===== config.mk =====
export PLATFORM = sky130hd
export DESIGN_NAME = demux_route4
export DESIGN_NICKNAME = d
export VERILOG_FILES = /design/src/rtl/demux_pkg.sv /design/src/rtl/lane_fifo.sv /design/src/rtl/demux_route4.sv
export SDC_FILE = /design/constraint.sdc
export NUM_CORES = 1
export LEC_CHECK = 0
export ABC_AREA = 1
export BUFFER_PORTS_ARGS = -buffer_cell sky130_fd_sc_hd__buf_2
export CAP_MARGIN = 20
export CORE_MARGIN = 5
export CORE_UTILIZATION = 35
export DETAILED_ROUTE_END_ITERATION = 8
export GPL_ROUTABILITY_DRIVEN = 0
export SETUP_SLACK_MARGIN = 0.02
export SYNTH_ARGS = -nofsm -noshare
export SYNTH_HDL_FRONTEND = slang
export SYNTH_SLANG_ARGS = --single-unit

===== constraint.sdc =====
create_clock -name clk -period 1.83 [get_ports clk]
set_input_delay 0.4575 -clock clk [delete_from_list [all_inputs] [get_ports clk]]
set_output_delay 0.4575 -clock clk [all_outputs]
set_load 0.03 [all_outputs]

===== src/rtl/demux_pkg.sv =====
// Shared lane definitions for the 1-to-4 stream distributor.
package demux_pkg;

  localparam int unsigned NUM_LANES = 4;
  localparam int unsigned SEL_W     = 2;

  typedef logic [SEL_W-1:0] lane_t;

  localparam lane_t LANE_A = 2'd0;
  localparam lane_t LANE_B = 2'd1;
  localparam lane_t LANE_C = 2'd2;
  localparam lane_t LANE_D = 2'd3;

  // One-hot decode of a lane select.
  function automatic logic [NUM_LANES-1:0] lane_decode(input lane_t sel);
    lane_decode      = '0;
    lane_decode[sel] = 1'b1;
  endfunction

endpackage


===== src/rtl/lane_fifo.sv =====
// Single-lane FIFO: pointers wrap modulo DEPTH, occupancy tracked by a separate count.
module lane_fifo #(
  parameter int unsigned WIDTH = 4,
  parameter int unsigned DEPTH = 2
) (
  input  logic                     clk,
  input  logic                     rst,
  input  logic                     push,
  input  logic [WIDTH-1:0]         push_data,
  input  logic                     pop,
  output logic [WIDTH-1:0]         head_data,
  output logic                     head_valid,
  output logic                     full,
  output logic [$clog2(DEPTH):0]   count
);

  localparam int unsigned AW = $clog2(DEPTH);
  localparam int unsigned CW = AW + 1;

  logic [WIDTH-1:0] mem [DEPTH];
  logic [AW-1:0]    wr_ptr;
  logic [AW-1:0]    rd_ptr;
  logic [CW-1:0]    count_q;
  logic [CW-1:0]    count_nxt;
  logic             full_q;
  logic             push_ok;
  logic             pop_ok;

  assign push_ok = push & ~full_q;
  assign pop_ok  = pop & (count_q != '0);

  // Next occupancy; a simultaneous push and pop leaves it unchanged.
  always_comb begin
    count_nxt = count_q;
    case ({push_ok, pop_ok})
      2'b10:   count_nxt = count_q + CW'(1);
      2'b01:   count_nxt = count_q - CW'(1);
      default: count_nxt = count_q;
    endcase
  end

  // Pointer, count and full-flag registers.
  always_ff @(posedge clk or posedge rst) begin
    if (rst) begin
      wr_ptr  <= '0;
      rd_ptr  <= '0;
      count_q <= '0;
      full_q  <= 1'b0;
    end else begin
      if (push_ok) wr_ptr <= wr_ptr + AW'(1);
      if (pop_ok)  rd_ptr <= rd_ptr + AW'(1);
      count_q <= count_nxt;
      full_q  <= (count_nxt == CW'(DEPTH));
    end
  end

  // Storage array; contents are don't-care while the lane is empty.
  always_ff @(posedge clk) begin
    if (push_ok) mem[wr_ptr] <= push_data;
  end

  assign head_valid = (count_q != '0);
  assign head_data  = head_valid ? mem[rd_ptr] : '0;
  assign full       = full_q;
  assign count      = count_q;

endmodule


===== src/rtl/demux_route4.sv =====
// 1-to-4 stream distributor: routes each accepted word into one of four lane FIFOs.
module demux_route4
  import demux_pkg::*;
#(
  parameter int unsigned WIDTH = 4,
  parameter int unsigned DEPTH = 2
) (
  input  logic                       clk,
  input  logic                       rst,
  input  logic                       en,
  input  logic [WIDTH-1:0]           in_data,
  input  lane_t                      in_sel,
  input  logic                       in_valid,
  output logic                       in_ready,
  output logic [NUM_LANES*WIDTH-1:0] out_data,
  output logic [NUM_LANES-1:0]       out_valid,
  input  logic [NUM_LANES-1:0]       out_ready,
  output logic [NUM_LANES-1:0]       lane_full,
  output logic                       busy
);

  localparam int unsigned CW = $clog2(DEPTH) + 1;

  logic [NUM_LANES-1:0] sel_dec;
  logic [NUM_LANES-1:0] push_lane;
  logic [NUM_LANES-1:0] lane_nonempty;
  logic [CW-1:0]        lane_count [NUM_LANES];

  // Ready only looks at registered full flags, never at out_ready.
  assign in_ready  = ~rst & en & ~lane_full[in_sel];
  assign sel_dec   = lane_decode(in_sel);
  assign push_lane = sel_dec & {NUM_LANES{in_valid & in_ready}};

  for (genvar k = 0; k < NUM_LANES; k++) begin : g_lane
    lane_fifo #(
      .WIDTH (WIDTH),
      .DEPTH (DEPTH)
    ) u_fifo (
      .clk        (clk),
      .rst        (rst),
      .push       (push_lane[k]),
      .push_data  (in_data),
      .pop        (out_ready[k]),
      .head_data  (out_data[k*WIDTH +: WIDTH]),
      .head_valid (out_valid[k]),
      .full       (lane_full[k]),
      .count      (lane_count[k])
    );
    assign lane_nonempty[k] = (lane_count[k] != '0);
  end

  assign busy = |lane_nonempty;

endmodule


**Word-level counts from Yosys, hierarchy flattened**

Memory sizes are Yosys's and may differ from the RTL's.
Index checks and enable logic that the tools add are counted.

- Register bits: 20
- Bits in writable memories: 32
- Input port bits: 14
- Output and inout bits: 26
- Word-level logic and storage cells: 94
- Memories kept: 4

Memory list:

| memory | words | bits a word | rd ports | clocked after memory_dff | write ports | line | RTL |
|---|---|---|---|---|---|---|---|
| g_lane[0].u_fifo.mem | 2 | 4 | 1 | 0 | 1 | lane_fifo.sv:20 | `logic [WIDTH-1:0] mem [DEPTH];` |
| g_lane[1].u_fifo.mem | 2 | 4 | 1 | 0 | 1 | lane_fifo.sv:20 |  |
| g_lane[2].u_fifo.mem | 2 | 4 | 1 | 0 | 1 | lane_fifo.sv:20 |  |
| g_lane[3].u_fifo.mem | 2 | 4 | 1 | 0 | 1 | lane_fifo.sv:20 |  |

- Add/subtract/negate cells: 16
- Magnitude comparators: 2
- Eq/ne operators: 12
- Muxes and demuxes: 20
- Bitwise gates (word level): 18
- Reduce and logical (&&, ||, !) cells: 6

Operators with widths:

| operator | number |
|---|---|
| equality test 2 bit (second input constant) | 8 |
| 2-to-1 mux 4 bit | 4 |
| one-hot mux 2 bit (2 select lines) | 4 |
| bitwise AND 1 bit | 11 |
| 2-to-1 mux 1 bit | 10 |
| adder 1 bit (second input constant) | 8 |
| adder 2 x 1 -> 2 bit (second input constant) | 4 |
| equality test 2 x 1 -> 1 bit (second input constant) | 4 |
| nonzero test 2 bit | 4 |
| subtractor 2 x 1 -> 2 bit (second input constant) | 4 |
| inverter 1 bit | 6 |
| bitwise AND 4 bit | 1 |
| OR reduction 4 bit | 1 |
| less-than comparator 2 x 3 -> 1 bit (second input constant) | 1 |
| binary-select mux 1 bit (select 2 bit) | 1 |
| demux 1 bit (select 2 bit) | 1 |
| greater-or-equal comparator 2 x 1 -> 1 bit (second input constant) | 1 |
| logical AND 1 bit | 1 |

**Longest topological paths before layout**

Gate-level depths: netlist of the first run.

- Depth in word-level cells: 10
- Mapped depth: 11
- Mapped depth without buffers: 11

**Modules after synthesis**

From an unflattened synthesis of the first run, not the netlist that was laid out.

- Cells, all modules: 231
- Area total of the unflattened synthesis: 2376.0 um2

By module, submodules not included:

| module | instances | cells an instance | area each (um2) | seq. area each (um2) |
|---|---|---|---|---|
| lane_fifo (g_lane[1].u_fifo ...) | 3 | 51 | 561.8 | 365.4 |
| lane_fifo (g_lane[0].u_fifo) | 1 | 51 | 566.8 | 365.4 |
| demux_route4 | 1 | 27 | 123.9 | 0.0 |

**Worst setup path before layout of the first run**

OpenSTA, ideal clock, no wires.

- Path type: input-to-reg
- From: input en
- To: register g_lane[2].u_fifo.full_q
- Setup time: 0.071 ns
- Data arrival time: 1.704 ns
- Data required time: 1.759 ns
- Setup slack: 0.054 ns
- Stages on the path: 11
- Path buffers: 0
- Path through: inv_1 -> nor2_1 -> nand2_2 -> inv_2 -> nand4_1 -> ha_1 -> or2_2 -> nand2_1 -> xor2_1 -> inv_1 -> nor2_1

- Word-level cells in the longest chain between the ends: 8
- Elaborated cells on any way between the ends: 9
- Those cells by class: eq/ne (3); mux (1); bitwise (5)

Ends and longest elaborated chain:

| item | line | RTL |
|---|---|---|
| start, declared | demux_route4.sv:10 | `input logic en,` |
| bitwise AND 1 bit (*) (2 in series) | demux_route4.sv:30 | `assign in_ready = ~rst & en & ~lane_full[in_sel];` |
| bitwise AND 1 bit (*) | demux_route4.sv:32 | `assign push_lane = sel_dec & {NUM_LANES{in_valid & in_ready}};` |
| bitwise AND 4 bit (*) | demux_route4.sv:32 |  |
| bitwise AND 1 bit (*) | lane_fifo.sv:29 | `assign push_ok = push & ~full_q;` |
| equality test 2 x 1 -> 1 bit or equality test 2 bit (tied branches) | lane_fifo.sv:35 | `case ({push_ok, pop_ok})` |
| one-hot mux 2 bit (2 select lines) (*) | lane_fifo.sv:35 |  |
| net g_lane[2].u_fifo.count_nxt[1] | lane_fifo.sv:24 | `logic [CW-1:0] count_nxt;` |
| equality test 2 bit (*) | lane_fifo.sv:53 | `full_q <= (count_nxt == CW'(DEPTH));` |
| end signal, assigned | lane_fifo.sv:53 |  |
| end, declared | lane_fifo.sv:25 | `logic full_q;` |

The timed path passes the listed nets; every way through them passes the cells marked *.
A chain may end at the register's enable or synchronous reset.

**Final worst setup path of the first run**

- From: register g_lane[1].u_fifo.full_q
- To: register g_lane[1].u_fifo.count_q[1]

- Word-level cells in the longest chain between the ends: 9
- Elaborated cells on any way between the ends: 11
- Those cells by class: eq/ne (2); mux (3); bitwise (6)

Ends and longest elaborated chain:

| item | line | RTL |
|---|---|---|
| start, declared | lane_fifo.sv:25 |  |
| start signal, assigned | lane_fifo.sv:53 |  |
| binary-select mux 1 bit (select 2 bit) | demux_route4.sv:30 |  |
| 2-to-1 mux 1 bit (implied by the code) | demux_route4.sv:30 |  |
| inverter 1 bit | demux_route4.sv:30 |  |
| bitwise AND 1 bit | demux_route4.sv:30 |  |
| bitwise AND 1 bit | demux_route4.sv:32 |  |
| bitwise AND 4 bit | demux_route4.sv:32 |  |
| bitwise AND 1 bit (*) | lane_fifo.sv:29 |  |
| equality test 2 x 1 -> 1 bit or equality test 2 bit (tied branches) | lane_fifo.sv:35 |  |
| one-hot mux 2 bit (2 select lines) (*) | lane_fifo.sv:35 |  |
| net g_lane[1].u_fifo.count_nxt[1] | lane_fifo.sv:24 |  |
| end signal, assigned | lane_fifo.sv:52 | `count_q <= count_nxt;` |
| end, declared | lane_fifo.sv:23 | `logic [CW-1:0] count_q;` |

The timed path passes the listed nets; every way through them passes the cells marked *. The select of a mux whose other input is x is not followed.

==> results of run 1 <==
## worst max path at each step
stage	from	cells after the start	to
after floorplan	en	11	g_lane[2].u_fifo.full$_DFF_PP0_
after global placement	in_sel[1]	12	g_lane[1].u_fifo.full$_DFF_PP0_
after detailed placement	in_sel[1]	12	g_lane[1].u_fifo.full$_DFF_PP0_
after CTS	g_lane[0].u_fifo.rd_ptr$_DFFE_PP0P_	4	out_data[3]
after global routing	g_lane[1].u_fifo.full$_DFF_PP0_	11	g_lane[1].u_fifo.full$_DFF_PP0_
final	g_lane[1].u_fifo.full$_DFF_PP0_	10	g_lane[1].u_fifo.count[1]$_DFF_PP0_
## worst min-delay path: stages
cell and delay (ns):
buf_2 0.10, inv_1 0.04, buf_4 0.26
## power breakdown
group          switching, mW  total [mW]  internal, mW
clock                  0.357       0.624         0.267
sequential             0.193        1.68          1.49
combinational           1.45        2.42         0.972
total                   2.00        4.73          2.73
## routing by layer
layer | up-vias | GRT usage, %
met3 | 6 | 4.050
met1 | 773 | 14.50
li1 | 845 | -
met5 | - | 0
met4 | 0 | 3.301
met2 | 30 | 19.47
## cells in the mapped netlist
| master | number |
|---|---|
| nand2_1 | 47 |
| inv_1 | 34 |
| edfxtp_1 | 32 |
| a21oi_1 | 20 |
| dfrtp_1 | 20 |
| nor2_1 | 18 |
| nand4_1 | 9 |
| buf_4 | 8 |
| xor2_1 | 8 |
| ha_1 | 4 |
| nand3_1 | 4 |
| xnor2_1 | 4 |
| nand2_2 | 2 |
| nor2_4 | 2 |
| or2_1 | 2 |
| or2_2 | 2 |
| buf_2 | 1 |
| inv_2 | 1 |
| nor2_2 | 1 |
## final cells by class
| type | instances | area [sq um] |
|---|---|---|
| Clock buffer | 5 | 68.82 |
| Clock inverter | 3 | 18.77 |
| Timing Repair Buffer | 77 | 516.7 |
| Fill cell | 621 | 3343 |
| Inverter | 35 | 131.4 |
| Multi-Input combinational cell | 123 | 744.5 |
| Sequential cell | 52 | 1466 |
| Tap cell | 77 | 96.34 |
## timing repair
action | CTS | global route
endpoints found under the setup margin | 6 | 25
buffers inserted | 7 | 10
gates resized for setup | 7 | 40
pin swaps | 2 | 15
## stage by stage
| step | worst slack, ns | total power, mW | instances | hold WS (ns) |
|---|---|---|---|---|
| after floorplan | 0.05420 | 3.107 | 219 | 0.4213 |
| after global placement | -0.1931 | 3.613 | 347 | 0.4537 |
| after detailed placement | -0.2705 | 3.644 | 347 | 0.4581 |
| after CTS | 0.02367 | 4.397 | 362 | 0.1853 |
| after global routing | -0.1030 | 5.061 | 372 | 0.1987 |
| final | 0.03393 | 4.729 | 372 | 0.1816 |
## cells by family (layout without fill, tap and decap cells)
family,Yosys count,count (layout)
buffers and inverters,44,120
adders and majority gates,4,4
DFF,52,52
xor gates and xnor gates,12,12
AOI/OAI and AO/OA,20,20
and+or+nand+nor,87,87
## state kept, by name, indices dropped and copies added (netlist names)
signal	count
g_lane.u_fifo.count	8
g_lane.u_fifo.mem	32
g_lane.u_fifo.full	4
g_lane.u_fifo.wr_ptr	4
g_lane.u_fifo.rd_ptr	4
==> impl_metrics.tcl, run 1 <==
set metrics [dict create \
    status "complete, no violations" \
    cts_tree "yes" \
    first_pass_iters 4 \
    synth_xor_area_share_pct 4.570 \
    cp_slowest_cell "dfrtp_1" \
    met2_length_um 2325 \
    cp-end-kind "flip-flop" \
    vias 1654 \
    grt_usage_pct 11.72 \
    viasPerCell 4.446 \
    yosysTopAreaCellShare_pct 41.78 \
    crit_required_ns 2.03 \
    slew_violations 0 \
    die_w_um 91.06 \
    hold_viol_final 0 \
    startpoint_type "flip-flop" \
    yosysWarnings 0 \
    grt_pass1_wl_um 7845 \
    clkLatencyLatePin_ns 0.30 \
    p_per_area_nw_per_um2 1554 \
    path_max_fanout 4 \
    rr_worst_depth 10 \
    detail-route-antenna-nets 0 \
    final_nets 312 \
    max_cap_viol_count 0 \
    crit_path_cell_trace "nand3_2 -> nand2_2 -> nor2_4 -> nand4_1 -> ha_2 -> buf_6 -> a21oi_4 -> nand2_4 -> xor2_2 -> buf_4" \
    worstHoldPathType "input pin to async pin" \
    ir_drop_mv 0.8003 \
    drc_errors 0 \
    synth_cell_types 19 \
    relSlewSlack_pct 81.93 \
    clockBufferDepth 2 \
    htree_levels 2 \
    cts_root_buf "clkbuf_8" \
    highest_layer "met4" \
    synth_top_family_by_area "simple AND/OR/NAND/NOR gates" \
    drtIter0Drc 49 \
    synth.largest_area_cell "edfxtp_1" \
    finish.instance_area_sq_um 3043 \
    placed_area_sq_um 2684 \
    fin_tns_setup_ns 0 \
    synth_fp_nets 237 \
    synthMuxAreaShare_pct 0 \
    cp_slowest_stage_delay_ns 0.43 \
    worst-path-buf-inv 2 \
    start_util_pct 36.01 \
    die_h_um 91.06 \
    grt_start_max_net_pins 21 \
    wire_per_inst_um 12.81 \
    syn_inst 219 \
    io_buffers 39 \
    crit_family "simple AND/OR/NAND/NOR gates" \
    leakagePower_nw 1.430 \
    final_util_pct 47.65 \
    num_rows 29 \
    final_cell_mix "45 x nand2_1, 40 x buf_4, 32 x inv_1, 32 x edfxtp_1, 32 x buf_2" \
    wl_met1_um 2112 \
    finalWorstPathRequiredPeriod_ns 1.796 \
    drive_above_1_share_pct 40.00 \
    cts_hold_buf 0 \
    synthSimpleGateAreaFrac_pct 16.81 \
    ys_top_cells_by_area "edfxtp_1 42%, dfrtp_1 22%, nand2_1 7.7%, inv_1 5.5%, a21oi_1 4.4%" \
    ys_seq_area_share_pct 63.55 \
    routed-wl-met3_um 266 \
    rsz0062_at_grt "true" \
    die-area_sq_um 8292 \
    hpwl_um 3411 \
    numClockSinks 52 \
    finalClockSkew_ns 0.008926 \
    gr-total-overflow 0 \
    yosys.area_share.adder_pct 2.176 \
    rr_startpoint "g_lane[1].u_fifo.full$_DFF_PP0_" \
    antenna_found_initial 0 \
    boundaryPins 40 \
    numCtsBuffers 5 \
    setup_viol 0 \
    synth_compound_area_share_pct 4.353 \
    path_clk_slew_ns 0.09 \
    ys_ff_latch 52 \
    layout_commonest_cell "nand2_1" \
    cp.arrival_ns 2.00 \
    wirelength_um 4764 \
    finalCritPeriodShare_pct 98.15 \
    synth_area_sq_um 2300 \
    grt_pass1_vias 1673 \
    syn_area_per_cell_sq_um 10.50 \
    path_class "flip-flop to flip-flop" \
    r2r-end "g_lane[1].u_fifo.count[1]$_DFF_PP0_" \
    rrSetupSlack_ns 0.03 \
    placeableCoreArea_sq_um 6386 \
    max_clock_freq_mhz 556.8 \
    n_antenna_cell 0 \
    syn_to_final_growth_pct 32.32 \
    worst_pin_slew_ns 0.2710 \
]
No activity file was read; power rests on OpenSTA's default activity.
==> inputs of run 2 (changes only) <==
--- a/config.mk
+++ b/config.mk
@@ -16,3 +16,4 @@
 export SYNTH_ARGS = -nofsm -noshare
 export SYNTH_HDL_FRONTEND = slang
 export SYNTH_SLANG_ARGS = --single-unit
+export TNS_END_PERCENT = 50
==> constraint.sdc (replaced) <==
create_clock -name clk -period 1.5 [get_ports clk]
set_input_delay 0.375 -clock clk [delete_from_list [all_inputs] [get_ports clk]]
set_output_delay 0.375 -clock clk [all_outputs]
set_load 0.03 [all_outputs]
==> impl_metrics.tcl, run 2 (same netlist as run 1, synthesis figures left out) <==
set metrics [dict create \
    die-area_sq_um 8292 \
    wirelength_um 5104 \
    first_pass_iters 4 \
    clkLatencyLatePin_ns 0.30 \
    r2r-end "g_lane[1].u_fifo.count[1]$_DFF_PP0_" \
    largest_reg_flops 32 \
    drive_above_1_share_pct 55.66 \
    boundaryPins 40 \
    cp-end-kind "flip-flop" \
    vias 1772 \
    clockBufferDepth 2 \
    die_h_um 91.06 \
    rrSetupSlack_ns -0.26 \
    viasPerCell 4.486 \
    regMostFlops "g_lane.u_fifo.mem" \
    met2_length_um 2732 \
    worst_pin_slew_ns 0.2828 \
    routed-wl-met3_um 220 \
    grt_pass1_vias 1707 \
    htree_levels 2 \
    n_antenna_cell 0 \
    drtIter0Drc 76 \
    start_util_pct 36.01 \
    placed_area_sq_um 2819 \
    path_class "flip-flop to flip-flop" \
    fin_tns_setup_ns -4.235 \
    cp.arrival_ns 1.96 \
    rr_startpoint "g_lane[1].u_fifo.full$_DFF_PP0_" \
    hpwl_um 3437 \
    relSlewSlack_pct 81.15 \
    leakagePower_nw 1.612 \
    io_buffers 39 \
    syn_to_final_growth_pct 54.46 \
    placeableCoreArea_sq_um 6386 \
    path_max_fanout 4 \
    layout_commonest_cell "buf_4" \
    die_w_um 91.06 \
    pre_cts_ws_ns -0.5240 \
    finalWorstPathRequiredPeriod_ns 1.760 \
    numClockSinks 52 \
    status "finished, violations left" \
    highest_layer "met4" \
    grt_usage_pct 12.27 \
    max_cap_viol_count 0 \
    finalClockSkew_ns 0.007979 \
    power.total_mw 7.099 \
    detail-route-antenna-nets 0 \
    numCtsBuffers 5 \
    worst_slack_ns -0.2598 \
    antenna_found_initial 0 \
    finish.instance_area_sq_um 3552 \
    startpoint_type "flip-flop" \
    p_per_area_nw_per_um2 1998 \
    setup_viol 44 \
    grt_start_max_net_pins 21 \
    cts_root_buf "clkbuf_8" \
    rr_worst_depth 9 \
    max_clock_freq_mhz 568.3 \
    crit_required_ns 1.70 \
    path_clk_slew_ns 0.09 \
    final_nets 335 \
    final_cell_mix "42 x buf_4, 41 x buf_6, 40 x nand2_1" \
    num_rows 29 \
    gr-total-overflow 0 \
    startpoint "g_lane[1].u_fifo.full$_DFF_PP0_" \
    drc_errors 0 \
    wl_met1_um 2083 \
    wire_per_inst_um 12.92 \
    slew_violations 0 \
    cts_tree "yes" \
    grt_pass1_wl_um 8004 \
    worstHoldPathType "input pin to async pin" \
    ir_drop_mv 0.9791 \
    hold_viol_final 0 \
    finalCritPeriodShare_pct 117.3 \
    violations "setup timing" \
    rsz0062_at_grt "true" \
]
run 2: repair_timing:
| action | in CTS | in global routing |
|---|---|---|
| gates resized for setup | 88 | 32 |
| setup buffers | 17 | 12 |
| setup endpoints to repair | 49 | 67 |
| pin swaps | 20 | 7 |
| hold buffers | 0 | 0 |
run 2: worst max path at each step:
stage	endpoint	slack [ns]
after floorplan	g_lane[1].u_fifo.full$_DFF_PP0_	-0.13
after global placement	g_lane[1].u_fifo.full$_DFF_PP0_	-0.52
after detailed placement	g_lane[2].u_fifo.full$_DFF_PP0_	-0.52
after CTS	g_lane[1].u_fifo.full$_DFF_PP0_	-0.28
after global routing	g_lane[1].u_fifo.full$_DFF_PP0_	-0.40
final	g_lane[1].u_fifo.count[1]$_DFF_PP0_	-0.26
run 2: final cells by class:
cell class	count	area, sq um
repair buffers	100	862.1
clock buffers	6	72.57
flip-flops and latches	52	1465
multi-input cells	123	879.6
inverters	35	141.4
well taps	77	96.34
clock inverters	2	35.03
fillers	552	2834
run 2: critical path, stage by stage, from the launching register on:
cell and delay [ns]:
dfrtp_1 0.42, nand3_2 0.10, nand2_2 0.06, nor2_4 0.11, nand4_1 0.18, ha_2 0.33
a21oi_2 0.12, nand2_2 0.08, xor2_2 0.14, buf_4 0.13
run 2: stage by stage:
stage	hold WS [ns]	instances	utilization, %
after floorplan	0.3388	219	-
after global placement	0.4332	358	44.14
after detailed placement	0.4395	358	44.14
after CTS	0.1035	383	52.00
after global routing	0.1081	395	55.62
final	0.09997	395	55.62
run 2: per-layer routing:
layer,global-route usage [%],vias to the layer above
li1,-,888
met1,14.28,849
met4,4.401,0
met2,21.63,29
met3,3.306,6
met5,0,-
run 2: report_power, final:
group          total, mW  switching, mW  internal, mW
Combinational       4.13           2.11          2.02
Sequential          2.03          0.217          1.82
Clock              0.935          0.439         0.495
Total               7.10           2.77          4.33
==> inputs of run 3 (changes only) <==
--- a/config.mk
+++ b/config.mk
@@ -5,7 +5,6 @@
 export SDC_FILE = /design/constraint.sdc
 export NUM_CORES = 1
 export LEC_CHECK = 0
-export ABC_AREA = 1
 export BUFFER_PORTS_ARGS = -buffer_cell sky130_fd_sc_hd__buf_2
 export CAP_MARGIN = 20
 export CORE_MARGIN = 5
==> impl_metrics.tcl, run 3 <==
set metrics [dict create \
    status "finished, violations left" \
    violations "setup timing" \
    wire_per_inst_um 13.91 \
    clockBufferDepth 2 \
    cts_hold_buf 0 \
    met2_length_um 2262 \
    yosysTopAreaCellShare_pct 41.51 \
    fill_cells 577 \
    viasPerCell 4.538 \
    syn_area_per_cell_sq_um 12.93 \
    path_max_fanout 2 \
    htree_levels 2 \
    start_util_pct 36.25 \
    setup_viol 54 \
    synth_fp_nets 197 \
    worst-path-buf-inv 1 \
    rsz0062_at_grt "true" \
    routed-wl-met3_um 201 \
    cts_root_buf "clkbuf_8" \
    n_antenna_cell 0 \
    slew_violations 0 \
    leakagePower_nw 1.391 \
    final_util_pct 52.63 \
    drtIter0Drc 35 \
    startpoint_type "flip-flop" \
    syn_inst 179 \
    power.total_mw 6.508 \
    worstHoldPathType "input pin to async pin" \
    synth.largest_area_cell "edfxtp_1" \
    yosysWarnings 0 \
    io_buffers 39 \
    highest_layer "met4" \
    vias 1502 \
    grt_start_max_net_pins 21 \
    final_cell_mix "35 x buf_6, 33 x buf_4, 32 x edfxtp_1" \
    finalCritPeriodShare_pct 127.9 \
    syn_to_final_growth_pct 45.19 \
    finalWorstPathRequiredPeriod_ns 1.919 \
    numClockSinks 52 \
    crit_path_cell_trace "mux4_2 -> nor3b_2 -> buf_4" \
    fin_cells 331 \
    p_per_area_nw_per_um2 1936 \
    synth_cell_types 27 \
    cp_slowest_stage_delay_ns 0.49 \
    synth_area_sq_um 2315 \
    grt_pass1_vias 1489 \
    crit_family "multiplexers" \
    wirelength_um 4603 \
    path_class "flip-flop to output pin" \
    numCtsBuffers 5 \
    ys_ff_latch 52 \
    cp_slowest_cell "mux4_2" \
    cp-end-kind "output pin" \
    max_cap_viol_count 0 \
    placed_area_sq_um 2818 \
    cts_tree "yes" \
    clkLatencyLatePin_ns 0.29 \
    die_h_um 91.33 \
    regMostFlops "g_lane.u_fifo.mem" \
    ys_top_cells_by_area "edfxtp_1 42%, dfrtp_1 22%, mux2i_1 6.9%, nor2_1 5.2%, xnor2_1 4.2%" \
    placeableCoreArea_sq_um 6386 \
    largest_reg_flops 32 \
    grt_pass1_wl_um 7341 \
    layout_commonest_cell "buf_6" \
    wl_met1_um 2094 \
    finalClockSkew_ns 0.003066 \
    synth-async-reset-ratio_pct 38.46 \
    path_clk_slew_ns 0.08 \
    hold_viol_final 0 \
    die-area_sq_um 8340 \
    detail-route-antenna-nets 0 \
    gr-total-overflow 0 \
    antenna_found_initial 0 \
    finish.instance_area_sq_um 3361 \
    relSlewSlack_pct 72.96 \
    crit_required_ns 1.12 \
    synthFlopType "edfxtp_1" \
    worst_slack_ns -0.4188 \
    place_inst 309 \
    cp.arrival_ns 1.54 \
    grt_usage_pct 11.23 \
    synth_top_cells_by_count "32 x edfxtp_1, 32 x nor2_1, 20 x dfrtp_1" \
    max_clock_freq_mhz 521.2 \
    boundaryPins 40 \
    first_pass_iters 4 \
    drc_errors 0 \
    ir_drop_mv 1.012 \
    final_nets 271 \
    hpwl_um 3260 \
    synth_edf_count 32 \
    ys_seq_area_share_pct 63.14 \
    drive_above_1_share_pct 57.09 \
    die_w_um 91.33 \
    num_rows 29 \
    worst_pin_slew_ns 0.4048 \
]
==> run 3: cell types whose count changed in the layout (fill, tap and decap cells not counted), sizes merged, moves of 3 or more <==
cell | previous run | this run
a21oi | 20 | 0
buf | 100 | 83
inv | 35 | 10
mux2i | 0 | 16
nand2 | 49 | 4
nand2b | 0 | 3
nand3 | 4 | 0
nand4 | 9 | 1
nor2 | 21 | 32
nor2b | 0 | 4
o22ai | 0 | 3
or2 | 4 | 0
xnor2 | 4 | 12
xor2 | 8 | 11
==> run 3: report_power, final <==
part	internal, mW	switching, mW	leakage (nW)	total [mW]
Sequential	1.82	0.330	0.525	2.15
Clock	0.319	0.416	0.0403	0.735
Combinational	1.86	1.76	0.827	3.62
==> run 3: cell type report <==
type,instances,area (sq um),share of cell area [%]
timing repair buffer,83,716.9,21.33
multi-input combinational,101,963.4,28.67
tap,77,96.34,2.867
inverter,10,37.54,1.117
clock buffer,6,72.57,2.159
clock inverter,2,7.507,0.2234
sequential,52,1466,43.63
==> run 3: final timing paths <==
kind                                                          start                              endpoint  slack (ns)  cells past startpoint
worst max-delay path                g_lane[3].u_fifo.full$_DFF_PP0_                              in_ready       -0.42                      3
worst min-delay path                                            rst       g_lane[2].u_fifo.full$_DFF_PP0_        0.25                      4
worst max register to register      g_lane[3].u_fifo.full$_DFF_PP0_       g_lane[3].u_fifo.full$_DFF_PP0_       -0.21                      6
worst min register to register  g_lane[2].u_fifo.wr_ptr$_DFFE_PP0P_   g_lane[2].u_fifo.wr_ptr$_DFFE_PP0P_        0.50                      1
max in group asynchronous                                       rst   g_lane[0].u_fifo.rd_ptr$_DFFE_PP0P_        1.01                      4
min in group clk                                         in_data[0]  g_lane[0].u_fifo.mem[1][0]$_DFFE_PP_        0.39                      1
==> run 3: through the flow <==
step / worst slack [ns] / hold WS (ns) / TNS [ns]
floorplan: -0.2550 / 0.3388 / -3.317
CTS: -0.4290 / 0.2457 / -4.109
global placement: -0.3593 / 0.4798 / -12.24
finish: -0.4188 / 0.2463 / -3.531
detailed placement: -0.3930 / 0.4856 / -13.12
global route: -0.4947 / 0.2621 / -6.220
==> run 3: cell families (layout without fill, tap and decap cells) <==
family,Yosys count,in the layout,share of synthesized area (%)
fa+ha+maj,4,4,2.162
compound gates,5,5,1.459
xor+xnor,23,23,9.027
mux,17,17,7.892
flops,52,52,63.14
simple gates,52,52,10.76
buf+inv,26,101,5.568
==> run 3: metal layers <==
| layer | global-route usage [%] | vias up |
|---|---|---|
| li1 | - | 739 |
| met1 | 14.49 | 725 |
| met2 | 18.57 | 32 |
| met3 | 3.058 | 6 |
| met4 | 3.178 | 0 |
| met5 | 0 | - |
==> run 3: worst reg2reg max path: cells and delay by family, from the launching register on <==
kind                     cells  cell delay, ns
AND/OR/NAND/NOR              2            0.50
buffers and inverters        1            0.15
flip-flops                   1            0.41
adder cells (fa/ha/maj)      1            0.29
AO/OA/AOI/OAI                2            0.26
==> run 3: repair_timing <==
item / 4_1_cts / 5_1_grt
endpoints found under the setup margin: 63 / 65
resized for setup: 69 / 41
pin swaps: 11 / 8
setup buffers: 9 / 5
